**src/rtl/wb_arb_pkg.sv**
```systemverilog
// Shared types and helpers for the writeback port arbiter and other
// shared-resource arbiters built on rr_grant.
package wb_arb_pkg;

  localparam int WB_ARB_MAX_REQ = 8;
  localparam int WB_ARB_IDX_W   = 3;
  localparam int WB_ARB_TID_W   = 3;
  localparam int WB_ARB_XLEN    = 64;

  typedef struct packed {
    logic [WB_ARB_TID_W-1:0] trans_id;
    logic [WB_ARB_XLEN-1:0]  data;
    logic                    ex_valid;
    logic [WB_ARB_XLEN-1:0]  ex_cause;
    logic [WB_ARB_XLEN-1:0]  ex_tval;
  } wb_req_t;

  // Returns {found, index} of the first set bit at or above ptr, wrapping mod n.
  function automatic logic [WB_ARB_IDX_W:0] rr_first(
    input logic [WB_ARB_MAX_REQ-1:0] valid,
    input logic [WB_ARB_IDX_W-1:0]   ptr,
    input int                        n
  );
    logic [WB_ARB_IDX_W:0] res;
    int idx;
    res = '0;
    // Walk downward so the closest hit to ptr is the one that sticks.
    for (int k = WB_ARB_MAX_REQ - 1; k >= 0; k--) begin
      idx = (int'(ptr) + k) % n;
      if (k < n && valid[idx[WB_ARB_IDX_W-1:0]])
        res = {1'b1, idx[WB_ARB_IDX_W-1:0]};
    end
    return res;
  endfunction

endpackage

```
**src/rtl/wb_port_arbiter_if.sv**
```systemverilog
// Requester-side result buses and scoreboard writeback signals of the arbiter.
interface wb_port_arbiter_if #(
  parameter int unsigned NrReq       = 4,
  parameter int unsigned TransIdBits = 3,
  parameter int unsigned XLEN        = 64
);
  logic [NrReq-1:0]                  req_valid_i;
  logic [NrReq-1:0]                  req_ready_o;
  logic [NrReq-1:0][TransIdBits-1:0] req_trans_id_i;
  logic [NrReq-1:0][XLEN-1:0]        req_data_i;
  logic [NrReq-1:0]                  req_ex_valid_i;
  logic [NrReq-1:0][XLEN-1:0]        req_ex_cause_i;
  logic [NrReq-1:0][XLEN-1:0]        req_ex_tval_i;
  logic                              wt_valid_o;
  logic [TransIdBits-1:0]            trans_id_o;
  logic [XLEN-1:0]                   wbdata_o;
  logic                              ex_valid_o;
  logic [XLEN-1:0]                   ex_cause_o;
  logic [XLEN-1:0]                   ex_tval_o;

  modport slave (
    input  req_valid_i, req_trans_id_i, req_data_i, req_ex_valid_i,
           req_ex_cause_i, req_ex_tval_i,
    output req_ready_o, wt_valid_o, trans_id_o, wbdata_o, ex_valid_o,
           ex_cause_o, ex_tval_o
  );

  modport master (
    output req_valid_i, req_trans_id_i, req_data_i, req_ex_valid_i,
           req_ex_cause_i, req_ex_tval_i,
    input  req_ready_o, wt_valid_o, trans_id_o, wbdata_o, ex_valid_o,
           ex_cause_o, ex_tval_o
  );
endinterface

```
**src/rtl/rr_grant.sv**
```systemverilog
// Round-robin pointer plus one-hot combinational grant; optional fixed
// priority for index 0 with round-robin among the rest.
module rr_grant
  import wb_arb_pkg::*;
#(
  parameter  int unsigned N          = 4,
  parameter  bit          FixedPrio0 = 1'b0,
  localparam int unsigned IdxW       = $clog2(N)
) (
  input  logic            clk_i,
  input  logic            rst_ni,
  input  logic            flush_i,
  input  logic [N-1:0]    valid_i,
  output logic [N-1:0]    gnt_o,
  output logic [IdxW-1:0] gnt_idx_o,
  output logic            gnt_valid_o
);

  logic [IdxW-1:0]           ptr_q, ptr_d;
  logic [WB_ARB_MAX_REQ-1:0] rr_vld;
  logic [WB_ARB_IDX_W:0]     hit;

  always_comb begin
    rr_vld         = '0;
    rr_vld[N-1:0]  = valid_i;
    if (FixedPrio0) rr_vld[0] = 1'b0;
    hit         = rr_first(rr_vld, WB_ARB_IDX_W'(ptr_q), int'(N));
    gnt_valid_o = 1'b0;
    gnt_idx_o   = '0;
    if (!flush_i) begin
      if (FixedPrio0 && valid_i[0]) begin
        gnt_valid_o = 1'b1;
      end else if (hit[WB_ARB_IDX_W]) begin
        gnt_valid_o = 1'b1;
        gnt_idx_o   = IdxW'(hit[WB_ARB_IDX_W-1:0]);
      end
    end
  end

  always_comb begin
    for (int i = 0; i < int'(N); i++)
      gnt_o[i] = gnt_valid_o && (gnt_idx_o == IdxW'(i));
  end

  // Fixed-priority grants to index 0 leave the round-robin order untouched.
  always_comb begin
    ptr_d = ptr_q;
    if (gnt_valid_o && !(FixedPrio0 && gnt_idx_o == '0))
      ptr_d = IdxW'((int'(gnt_idx_o) + 1) % int'(N));
  end

  always_ff @(posedge clk_i or negedge rst_ni) begin
    if (!rst_ni) ptr_q <= '0;
    else         ptr_q <= ptr_d;
  end

endmodule

```
**src/rtl/wb_port_arbiter.sv**
```systemverilog
// Shares one scoreboard writeback port among NrReq result sources.
// Build with CVA6_WB_ARB_FIXED_PRIO_EN to give requester 0 fixed priority.
module wb_port_arbiter
  import wb_arb_pkg::*;
#(
  parameter int unsigned NrReq       = 4,
  parameter int unsigned TransIdBits = WB_ARB_TID_W,
  parameter int unsigned XLEN        = WB_ARB_XLEN
) (
  input  logic               clk_i,
  input  logic               rst_ni,
  input  logic               flush_i,
  wb_port_arbiter_if.slave   bus,
  output logic               conflict_o
);

  localparam int unsigned IdxW = $clog2(NrReq);
`ifdef CVA6_WB_ARB_FIXED_PRIO_EN
  localparam bit FixedPrio = 1'b1;
`else
  localparam bit FixedPrio = 1'b0;
`endif

  // The payload struct lives in the package, so its widths bound the parameters.
  if (TransIdBits != WB_ARB_TID_W || XLEN != WB_ARB_XLEN || NrReq > WB_ARB_MAX_REQ
      || NrReq < 2) begin : g_param_chk
    $error("wb_port_arbiter: parameters outside wb_arb_pkg payload sizing");
  end

  logic [NrReq-1:0] gnt;
  logic [IdxW-1:0]  gnt_idx;
  logic             gnt_vld;
  wb_req_t          sel, wb_q;
  logic             wt_valid_q;

  rr_grant #(.N(NrReq), .FixedPrio0(FixedPrio)) u_grant (
    .clk_i       (clk_i),
    .rst_ni      (rst_ni),
    .flush_i     (flush_i),
    .valid_i     (bus.req_valid_i),
    .gnt_o       (gnt),
    .gnt_idx_o   (gnt_idx),
    .gnt_valid_o (gnt_vld)
  );

  assign bus.req_ready_o = gnt;

  always_comb begin
    sel.trans_id = bus.req_trans_id_i[gnt_idx];
    sel.data     = bus.req_data_i[gnt_idx];
    sel.ex_valid = bus.req_ex_valid_i[gnt_idx];
    sel.ex_cause = bus.req_ex_cause_i[gnt_idx];
    sel.ex_tval  = bus.req_ex_tval_i[gnt_idx];
  end

  // Payload only loads on a transfer so idle cycles keep the last result visible.
  always_ff @(posedge clk_i or negedge rst_ni) begin
    if (!rst_ni) begin
      wt_valid_q <= 1'b0;
      wb_q       <= '0;
      conflict_o <= 1'b0;
    end else begin
      wt_valid_q <= gnt_vld;
      if (gnt_vld) wb_q <= sel;
      conflict_o <= !flush_i && ($countones(bus.req_valid_i) > 1);
    end
  end

  assign bus.wt_valid_o = wt_valid_q;
  assign bus.trans_id_o = wb_q.trans_id;
  assign bus.wbdata_o   = wb_q.data;
  assign bus.ex_valid_o = wt_valid_q & wb_q.ex_valid;
  assign bus.ex_cause_o = wb_q.ex_cause;
  assign bus.ex_tval_o  = wb_q.ex_tval;

endmodule

```
**src/flat_wrapper.sv**
```systemverilog
// flat-port wrapper written by rule: the top's interface ports become plain ports
module wb_port_arbiter_flat import wb_arb_pkg::*;
#(
  parameter int unsigned NrReq       = 4,
  parameter int unsigned TransIdBits = WB_ARB_TID_W,
  parameter int unsigned XLEN        = WB_ARB_XLEN
)
  (clk_i, rst_ni, flush_i, conflict_o, bus_req_valid_i, bus_req_trans_id_i, bus_req_data_i, bus_req_ex_valid_i, bus_req_ex_cause_i, bus_req_ex_tval_i, bus_req_ready_o, bus_wt_valid_o, bus_trans_id_o, bus_wbdata_o, bus_ex_valid_o, bus_ex_cause_o, bus_ex_tval_o);
  wb_port_arbiter_if #(.NrReq(NrReq), .TransIdBits(TransIdBits), .XLEN(XLEN)) bus_i ();
  input  logic clk_i;
  input  logic rst_ni;
  input  logic flush_i;
  output logic conflict_o;
  input wire logic [$bits(bus_i.req_valid_i)-1:0] bus_req_valid_i;
  input wire logic [$bits(bus_i.req_trans_id_i)-1:0] bus_req_trans_id_i;
  input wire logic [$bits(bus_i.req_data_i)-1:0] bus_req_data_i;
  input wire logic [$bits(bus_i.req_ex_valid_i)-1:0] bus_req_ex_valid_i;
  input wire logic [$bits(bus_i.req_ex_cause_i)-1:0] bus_req_ex_cause_i;
  input wire logic [$bits(bus_i.req_ex_tval_i)-1:0] bus_req_ex_tval_i;
  output wire logic [$bits(bus_i.req_ready_o)-1:0] bus_req_ready_o;
  output wire logic [$bits(bus_i.wt_valid_o)-1:0] bus_wt_valid_o;
  output wire logic [$bits(bus_i.trans_id_o)-1:0] bus_trans_id_o;
  output wire logic [$bits(bus_i.wbdata_o)-1:0] bus_wbdata_o;
  output wire logic [$bits(bus_i.ex_valid_o)-1:0] bus_ex_valid_o;
  output wire logic [$bits(bus_i.ex_cause_o)-1:0] bus_ex_cause_o;
  output wire logic [$bits(bus_i.ex_tval_o)-1:0] bus_ex_tval_o;
  assign bus_i.req_valid_i = bus_req_valid_i;
  assign bus_i.req_trans_id_i = bus_req_trans_id_i;
  assign bus_i.req_data_i = bus_req_data_i;
  assign bus_i.req_ex_valid_i = bus_req_ex_valid_i;
  assign bus_i.req_ex_cause_i = bus_req_ex_cause_i;
  assign bus_i.req_ex_tval_i = bus_req_ex_tval_i;
  assign bus_req_ready_o = bus_i.req_ready_o;
  assign bus_wt_valid_o = bus_i.wt_valid_o;
  assign bus_trans_id_o = bus_i.trans_id_o;
  assign bus_wbdata_o = bus_i.wbdata_o;
  assign bus_ex_valid_o = bus_i.ex_valid_o;
  assign bus_ex_cause_o = bus_i.ex_cause_o;
  assign bus_ex_tval_o = bus_i.ex_tval_o;
  wb_port_arbiter #(.NrReq(NrReq), .TransIdBits(TransIdBits), .XLEN(XLEN)) u_core (.clk_i(clk_i), .rst_ni(rst_ni), .flush_i(flush_i), .bus(bus_i), .conflict_o(conflict_o));
endmodule
```
**config.mk**
```make
export PLATFORM = sky130hd
export DESIGN_NAME = wb_port_arbiter_flat
export DESIGN_NICKNAME = d
export VERILOG_FILES = /design/src/rtl/wb_arb_pkg.sv /design/src/rtl/wb_port_arbiter_if.sv /design/src/rtl/rr_grant.sv /design/src/rtl/wb_port_arbiter.sv /design/src/flat_wrapper.sv
export SDC_FILE = /design/constraint.sdc
export NUM_CORES = 1
export LEC_CHECK = 0
export ABC_CLOCK_PERIOD_IN_PS = 2500
export CORE_AREA = 2 2 384 386
export DETAILED_ROUTE_END_ITERATION = 8
export DIE_AREA = 0 0 386 388
export PLACE_DENSITY = 0.34
export SLEW_MARGIN = 20
export SYNTH_ARGS = -nofsm -noshare
export SYNTH_HDL_FRONTEND = slang
export SYNTH_SLANG_ARGS = --single-unit
```
**constraint.sdc**
```tcl
create_clock -name clk_i -period 2.5 [get_ports clk_i]
set_input_delay 0.25 -clock clk_i [delete_from_list [all_inputs] [get_ports clk_i]]
set_output_delay 0.25 -clock clk_i [all_outputs]
set_load 0.01 [all_outputs]
```
==> out/metrics.yaml, run 1 <==
fp.dieH_um: 388
die_area_sq_um: 150000
worstSetupPathType: "flop to flop"
grt_max_degree: 97
fin_skew_ns: 0.0147
use_met2: 0.233
pin_count: 993
hold_viol: 0
setup_viol: 0
period_share: 0.991
routedWlPerCell_um: 23.7
htree_levels: 4
core_sq_um: 145000
crit_chain: "buf_6, nor4_4, buf_4, buf_4, buf_12, buf_16, nor3b_1, a211oi_1, o22ai_1"
min_period_ns: 2.48
drv_slew: 0
initial_core_util: 0.101
startpoint_type: "flop"
busiest_layer: "met2"
powerDensity_nw_per_um2: 668
num-nets-final: 3238
postSynthAreaPerCell_sq_um: 9.21
vias: 16089
final_cell_mix: "clkdlybuf4s50_1 (986), dfrtp_1 (199), o21ai_0 (197)"
seq_area_frac_synth: 0.342
first_pass_iters: 5
fin_area_sq_um: 27700
gp_congestion: 0.832
rsz0062_at_grt: "yes"
overflow: 0
p_leak_nw: 9.63
synth_nets: 2385
ir_worst_vdd_mv: 0.435
grt_usage: 0.132
clkTransAtPathRegs_ns: 0.09
dp_cells: 4325
grt_use_met1: 0.151
netlist_instances: 1587
die_w_um: 386
cap_violations: 0
hpwl_um: 84700
outcome: "finished, final reports clean"
clock_path_buffers: 2
crit_arrival_ns: 2.86
postPlaceCellArea_sq_um: 26700
drtIter0Drc: 741
rows: 140
ant_nets: 0
max-slew-margin-rel: 0.453
slowest_stage: "dfrtp_1"
end_kind: "flop"
synthDistinctLibCells: 24
worst_slew_pin_slew_ns: 0.820
drc: 0
cpPeakStageDelay_ns: 0.42
final_common_cell: "clkdlybuf4s50_1"
hp-class: "input pin to asynchronous set/reset pin"
clock-sinks: 200
antenna_found_initial: 27
fillers: 16117
grt_pass1_wl_um: 138000
syn2layout_area_growth_pct: 89.3
required_ns: 2.88
synth_warnings: 0
final_cells: 4384
numCtsBuffers: 17
cts_tree: "built"
cp_max_fo: 45
vias_per_cell: 3.67
drt_wl_total_um: 104000
path_common_cell: "buf_4"
cts_root_buffer: "clkbuf_16"
ys_ff_latch: 200
drive_above_1_share: 0.113
fmax_mhz: 404
syn_area_sq_um: 14600
met3_usage: 0.0393
port_buffers: 992
insertion_delay_ns: 0.51
grt_pass1_vias: 17227
[path summary, 6_finish.rpt]
kind,from,end,slack (ns),depth (start not counted)
worst min-delay path,rst_ni,u_core.u_grant.ptr_q[0],0.31,2
worst min register to register,u_core.bus.ex_cause_o[5],u_core.bus.ex_cause_o[5],0.61,2
min in group clk_i,bus_req_ex_tval_i[34],u_core.bus.ex_tval_o[34],0.38,3
worst max-delay path,u_core.u_grant.ptr_q[1],u_core.bus.wbdata_o[12],0.02,9
max in group asynchronous,rst_ni,u_core.bus.wbdata_o[0],1.41,3
worst max register to register,u_core.u_grant.ptr_q[1],u_core.bus.wbdata_o[12],0.02,9
[registers in the layout (all words and copies together) (netlist names)]
register               cells
u_core.u_grant.ptr_q       2
u_core.bus.ex_tval_o      64
u_core.conflict_o          1
u_core.bus.wt_valid_o      1
u_core.wb_q                1
u_core.bus.trans_id_o      3
u_core.bus.ex_cause_o     64
u_core.bus.wbdata_o       64
[layout make-up]
| type | instances | area, sq um | area share |
|---|---|---|---|
| Timing Repair Buffer | 1202 | 12000 | 0.435 |
| Multi-Input combinational cell | 1014 | 7540 | 0.272 |
| Sequential cell | 200 | 5010 | 0.181 |
| Tap cell | 1917 | 2400 | 0.0867 |
| Clock buffer | 19 | 453 | 0.0164 |
| Clock inverter | 13 | 169 | 0.00611 |
| Antenna cell | 14 | 35.0 | 0.00127 |
| Inverter | 5 | 23.8 | 0.000859 |
[synthesized netlist by cell type (all sizes together)]
library cell | instances | share of area
and2 | 6 | 0.0026
o21ba | 1 | 0.00069
or2 | 1 | 0.00043
o21ai | 198 | 0.068
ha | 6 | 0.0051
dfrtp | 200 | 0.34
buf | 240 | 0.12
nor2b | 3 | 0.0013
nand2 | 2 | 0.00051
a211o | 1 | 0.00060
inv | 5 | 0.0013
clkbuf | 128 | 0.033
nor3b | 196 | 0.10
o22ai | 196 | 0.084
nand3 | 1 | 0.00034
a211oi | 196 | 0.10
fa | 1 | 0.0014
nor4 | 1 | 0.0015
a21o | 2 | 0.0010
nor2 | 6 | 0.0015
a2111oi | 1 | 0.0019
mux2i | 196 | 0.13
[per-stage QoR]
step	setup slack [ns]	total power, mW	utilization	hold WS [ns]	TNS (ns)
after floorplan	0.257	9.97	-	-0.0456	0
after global placement	-0.588	15.3	0.184	0.262	-59.06
after detailed placement	-0.576	15.2	0.184	0.265	-61.46
after CTS	-0.0473	18.7	0.189	0.244	-0.0784
after global routing	-0.0595	19.6	0.190	0.276	-0.262
final	0.0236	18.5	0.190	0.306	0
[logic make-up after synthesis]
kind of cell,Yosys count,share of synthesized area
flip-flops,200,0.342
buffers and inverters,373,0.151
AND/OR/NAND/NOR,216,0.109
adder cells (fa/ha/maj),7,0.00651
multiplexers,196,0.134
AO/OA/AOI/OAI,595,0.257
[power by group]
group          leakage, nW  switching [mW]  internal [mW]
logic                 6.98            5.03           5.32
clock network        0.292            1.61           1.64
registers             2.36           0.670           4.22
[metal layers]
metal	vias to the layer above	part of all wire
met2	583	0.51
li1	7571	-
met3	82	0.072
met4	12	0.024
met5	-	0.00073
met1	7841	0.40
[worst max-delay path, delay by kind of cell, from the launching register on]
family                 cells  cell delay (ns)
AND/OR/NAND/NOR            2             0.38
AO/OA/AOI/OAI              2             0.45
buffers and inverters      5             0.92
flip-flops                 1             0.42
[timing repair]
action / 4_1_cts / 5_1_grt
pin swaps: 3 / 3
hold buffers: 1 / 0
setup endpoints to repair: 6 / 74
cloned: 0 / 2
buffers inserted: 6 / 4
resized for setup: 28 / 28
hold endpoints to repair: 42 / 0
(Power assumes the default switching activity.)
==> run 2, diff against run 1 <==
- TNS_END_PERCENT: not set -> 30
==> run 2 against run 1 <==
  * Highest routed layer unchanged
  * Global-route usage is the same
  * Worst setup slack gained 0.021 ns
  * Via count grew 0.13%
  * Cell area is essentially flat
==> out/metrics.yaml, run 2 (synthesized netlist as in run 1, its figures left out) <==
fmax_mhz: 407  # was 404 MHz
whs_ns: 0.306  # about the same
max-slew-margin-rel: 0.461  # was 0.453
rows: 140  # unchanged
crit_arrival_ns: 2.84  # was 2.86 ns
vias_per_cell: 3.68  # was 3.67
fillers: 16116  # was 16117
outcome: "finished, final reports clean"  # unchanged
initial_core_util: 0.101  # unchanged
hpwl_um: 84700  # unchanged
ant_nets: 0  # unchanged
die_area_sq_um: 150000  # unchanged
clock_path_buffers: 2  # unchanged
power_mw: 18.5  # about the same
grt_usage: 0.132  # unchanged
p_leak_nw: 9.63  # about the same
min_period_ns: 2.46  # was 2.48 ns
fin_area_sq_um: 27700  # about the same
cts_root_buffer: "clkbuf_16"  # unchanged
cap_violations: 0  # unchanged
path_buf_inv: 5  # unchanged
layout_setup_ws_ns: 0.0449  # was 0.0236 ns
drc: 0  # unchanged
fp.dieH_um: 388  # unchanged
die_w_um: 386  # unchanged
overflow: 0  # unchanged
slowest_stage: "dfrtp_1"  # unchanged
hold_viol: 0  # unchanged
worst_slew_pin_slew_ns: 0.808  # was 0.820 ns
routedWlPerCell_um: 23.7  # about the same
num-nets-final: 3238  # unchanged
vias: 16110  # was 16089
drive_above_1_share: 0.113  # unchanged
postPlaceCellArea_sq_um: 26700  # unchanged
path_common_cell: "buf_4"  # unchanged
setup_viol: 0  # unchanged
fin_tns_setup_ns: 0  # unchanged
powerDensity_nw_per_um2: 668  # about the same
cts_tree: "built"  # unchanged
cp_max_fo: 45  # unchanged
antenna_found_initial: 27  # unchanged
grt_pass1_wl_um: 138000  # unchanged
insertion_delay_ns: 0.51  # about the same
htree_levels: 4  # unchanged
core_sq_um: 145000  # unchanged
fin_skew_ns: 0.0154  # was 0.0147 ns
gp_congestion: 0.832  # unchanged
syn2layout_area_growth_pct: 89.3  # about the same
ir_worst_vdd_mv: 0.435  # about the same
final_cells: 4383  # was 4384
final_cell_mix: "clkdlybuf4s50_1 (986), dfrtp_1 (199), o21ai_0 (197)"  # unchanged
required_ns: 2.88  # about the same
drtIter0Drc: 726  # was 741
drv_slew: 0  # unchanged
hp-class: "input pin to asynchronous set/reset pin"  # unchanged
pin_count: 993  # unchanged
cp_top_family: "buffers and inverters"  # unchanged
numCtsBuffers: 17  # unchanged
drt_wl_total_um: 104000  # about the same
end_kind: "flop"  # unchanged
cpPeakStageDelay_ns: 0.41  # was 0.42 ns
worstSetupPathType: "flop to flop"  # unchanged
grt_pass1_vias: 17227  # unchanged
rsz0062_at_grt: "yes"  # unchanged
clock-sinks: 200  # unchanged
startpoint_type: "flop"  # unchanged
clkTransAtPathRegs_ns: 0.09  # about the same
port_buffers: 992  # unchanged
dp_cells: 4325  # unchanged
crit_chain: "buf_6, nor4_4, buf_4, buf_4, buf_12, buf_16, nor3b_1, a211oi_1, o22ai_1"  # unchanged
fin_util: 0.190  # about the same
pre_cts_slack_ns: -0.576  # unchanged
grt_max_degree: 97  # unchanged
first_pass_iters: 5  # unchanged
final_common_cell: "clkdlybuf4s50_1"  # unchanged
period_share: 0.982  # was 0.991
[run 2: changes by cell type in the layout (fill, tap and decap cells not counted), sizes merged]
cell | before | now
diode | 14 | 13
[run 2: layout make-up]
| cell class | count | area [sq um] | area share |
|---|---|---|---|
| clock inverters | 13 | 169 | 0.00611 |
| clock buffers | 19 | 453 | 0.0164 |
| diodes | 13 | 32.5 | 0.00118 |
| inverters | 5 | 23.8 | 0.000859 |
| well taps | 1917 | 2400 | 0.0867 |
| multi-input cells | 1014 | 7540 | 0.272 |
| flip-flops and latches | 200 | 5010 | 0.181 |
| repair buffers | 1202 | 12000 | 0.435 |
[run 2: power breakdown]
group / leakage (nW) / switching, mW / internal, mW / total, mW
Sequential: 2.36 / 0.670 / 4.22 / 4.89
Combinational: 6.98 / 5.02 / 5.32 / 10.3
Clock: 0.292 / 1.61 / 1.64 / 3.25
Total: 9.63 / 7.30 / 11.2 / 18.5
[run 2: what timing repair did]
action	in CTS	in global routing
hold endpoints to repair	42	0
endpoints found under the setup margin	6	74
hold buffers	1	0
pin swaps	3	3
buffers inserted	6	4
cloned	0	2
gates resized for setup	28	28
[run 2: final timing paths]
path | startpoint | end | slack, ns | cells past startpoint
worst max register to register | u_core.u_grant.ptr_q[1] | u_core.bus.wbdata_o[12] | 0.04 | 9
worst min register to register | u_core.bus.ex_cause_o[5] | u_core.bus.ex_cause_o[5] | 0.61 | 2
max in group asynchronous | rst_ni | u_core.bus.wbdata_o[0] | 1.41 | 3
worst min-delay path | rst_ni | u_core.u_grant.ptr_q[0] | 0.31 | 2
worst max-delay path | u_core.u_grant.ptr_q[1] | u_core.bus.wbdata_o[12] | 0.04 | 9
min in group clk_i | bus_req_ex_tval_i[34] | u_core.bus.ex_tval_o[34] | 0.38 | 3
[run 2: routing by layer]
layer	wire length, um	global-route usage	vias to the layer above
li1	-	-	7567
met1	41000	0.151	7853
met2	52700	0.233	598
met3	7630	0.0393	80
met4	2480	0.0415	12
met5	76	0	-
==> run 3, diff against run 2 <==
==> constraint.sdc (replaced) <==
create_clock -name clk_i -period 2.5 [get_ports clk_i]
set_input_delay 0.25 -clock clk_i [delete_from_list [all_inputs] [get_ports clk_i]]
set_output_delay 0.25 -clock clk_i [all_outputs]
set_load 0.05 [all_outputs]
==> run 3 against run 2 <==
  * Sequential power about the same
  * Sequential cell count unchanged
  * Global-route usage rose by 0.37 points
  * Die area is the same
  * Clock power decreased by 6.8%
==> out/metrics.yaml, run 3 (synthesized netlist as in run 1, its figures left out) <==
rsz0062_at_grt: "yes"  # unchanged
required_ns: 2.90  # was 2.88 ns
min_period_ns: 2.49  # was 2.46 ns
crit_arrival_ns: 2.89  # was 2.84 ns
routedWlPerCell_um: 23.8  # was 23.7 um
vias: 16122  # was 16110
startpoint_type: "flop"  # unchanged
crit_chain: "nor2b_4, a2111oi_4, buf_4, o21ba_4, buf_12, buf_6, buf_12, buf_4, mux2i_1, buf_4, o22ai_1"  # was buf_6, nor4_4, buf_4, buf_4, buf_12, buf_16, nor3b_1, a211oi_1, o22ai_1
pre_cts_slack_ns: -0.744  # was -0.576 ns
htree_levels: 4  # unchanged
port_buffers: 992  # unchanged
first_pass_iters: 4  # was 5
worstSetupPathType: "flop to flop"  # unchanged
cts_tree: "built"  # unchanged
fp.dieH_um: 388  # unchanged
grt_pass1_vias: 17480  # was 17227
gp_congestion: 0.832  # about the same
drc: 0  # unchanged
period_share: 0.996  # was 0.982
die_w_um: 386  # unchanged
initial_core_util: 0.101  # unchanged
p_leak_nw: 9.85  # was 9.63 nW
hpwl_um: 87100  # was 84700 um
hp-class: "input pin to asynchronous set/reset pin"  # unchanged
worstSetupPathDepth: 11  # was 9
clock_path_buffers: 2  # unchanged
drive_above_1_share: 0.128  # was 0.113
grt_usage: 0.136  # was 0.132
setup_viol: 0  # unchanged
powerDensity_nw_per_um2: 767  # was 668 nW/um^2
end_kind: "flop"  # unchanged
path_buf_inv: 6  # was 5
hold_viol: 0  # unchanged
rows: 140  # unchanged
cts_root_buffer: "clkbuf_16"  # unchanged
num-nets-final: 3280  # was 3238
core_sq_um: 145000  # unchanged
drtIter0Drc: 702  # was 726
dp_cells: 4367  # was 4325
final_cells: 4416  # was 4383
antenna_found_initial: 13  # was 27
final_cell_mix: "clkdlybuf4s50_1 (982), buf_4 (211), o21ai_0 (198), dfrtp_1 (198)"  # was clkdlybuf4s50_1 (986), dfrtp_1 (199), o21ai_0 (197)
worst_slew_pin_slew_ns: 0.741  # was 0.808 ns
clock-sinks: 200  # unchanged
clkTransAtPathRegs_ns: 0.09  # about the same
fmax_mhz: 402  # was 407 MHz
cpPeakStageDelay_ns: 0.42  # was 0.41 ns
grt_pass1_wl_um: 143000  # was 138000 um
die_area_sq_um: 150000  # unchanged
numCtsBuffers: 17  # unchanged
ant_nets: 0  # unchanged
vias_per_cell: 3.65  # was 3.68
fin_skew_ns: 0.0174  # was 0.0154 ns
outcome: "finished, final reports clean"  # unchanged
overflow: 0  # unchanged
pin_count: 993  # unchanged
final_common_cell: "clkdlybuf4s50_1"  # unchanged
ir_worst_vdd_mv: 0.378  # was 0.435 mV
cp_max_fo: 10  # was 45
layout_setup_ws_ns: 0.0106  # was 0.0449 ns
grt_max_degree: 52  # was 97
slowest_stage: "dfrtp_2"  # was dfrtp_1
insertion_delay_ns: 0.51  # about the same
fin_util: 0.192  # was 0.190
max-slew-margin-rel: 0.504  # was 0.461
cap_violations: 0  # unchanged
drv_slew: 0  # unchanged
fin_tns_setup_ns: 0  # unchanged
drt_wl_total_um: 105000  # was 104000 um
cp_top_family: "buffers and inverters"  # unchanged
reg2regPathDepth: 11  # was 9
path_common_cell: "buf_4"  # unchanged
syn2layout_area_growth_pct: 90.9  # was 89.3%
-- run 3: cell count changes in the layout (fill, tap and decap cells not counted), moves of 4 or more --
cell | before | now
a211oi_1 | 191 | 195
diode_2 | 13 | 4
a211oi_2 | 5 | 0
clkdlybuf4s50_1 | 986 | 982
mux2i_1 | 184 | 189
buf_6 | 7 | 3
buf_12 | 34 | 40
buf_4 | 164 | 211
-- run 3: timing repair --
action	in CTS	in global routing
gates cloned	1	0
endpoints found under the hold margin	33	0
hold buffers	1	0
buffers inserted	10	1
setup endpoints to repair	11	24
pin swaps	4	4
gates resized for setup	18	13
-- run 3: path summary, 6_finish.rpt --
path                                            from                   endpoint  slack [ns]
max                          u_core.u_grant.ptr_q[0]    u_core.bus.ex_tval_o[2]        0.01
min                                           rst_ni    u_core.bus.wbdata_o[28]        0.28
max reg2reg                  u_core.u_grant.ptr_q[0]    u_core.bus.ex_tval_o[2]        0.01
min reg2reg                u_core.bus.ex_cause_o[51]  u_core.bus.ex_cause_o[51]        0.61
max in group asynchronous                     rst_ni  u_core.bus.ex_cause_o[23]        1.43
min in group clk_i            bus_req_ex_tval_i[141]   u_core.bus.ex_tval_o[13]        0.38
-- run 3: worst reg2reg max path, cell delays in order (launching register included) --
cell,delay [ns]
dfrtp_2,0.42
nor2b_4,0.06
a2111oi_4,0.26
buf_4,0.19
o21ba_4,0.18
buf_12,0.13
buf_6,0.22
buf_12,0.20
buf_4,0.13
mux2i_1,0.31
buf_4,0.20
o22ai_1,0.07
-- run 3: through the flow --
stage | total power [mW] | instance area (sq um) | hold slack [ns]
floorplan | 13.1 | 14600 | -0.0456
global placement | 18.5 | 27100 | 0.247
detailed placement | 18.4 | 27100 | 0.243
CTS | 21.8 | 27800 | 0.227
global route | 22.5 | 27900 | 0.245
finish | 21.4 | 27900 | 0.280
-- run 3: routing by layer --
| layer | global-route usage | up-vias | wire [um] |
|---|---|---|---|
| met1 | 0.162 | 7868 | 43500 |
| li1 | - | 7640 | - |
| met3 | 0.0322 | 51 | 6190 |
| met5 | 0 | - | 90 |
| met4 | 0.0241 | 14 | 1240 |
| met2 | 0.246 | 549 | 54000 |
-- run 3: power breakdown --
group	total (mW)	switching (mW)	internal, mW
Sequential	4.91	0.691	4.22
Clock	3.03	1.67	1.36
Combinational	13.5	8.08	5.38
-- run 3: cell type report --
| type | instances | area [sq um] |
|---|---|---|
| tap | 1917 | 2400 |
| clock inverter | 13 | 113 |
| timing repair buffer | 1244 | 12400 |
| inverter | 5 | 26.3 |
| clock buffer | 19 | 453 |
| antenna | 4 | 10.0 |
| multi-input combinational | 1014 | 7500 |
| fill | 16088 | 117000 |
| sequential | 200 | 5010 |
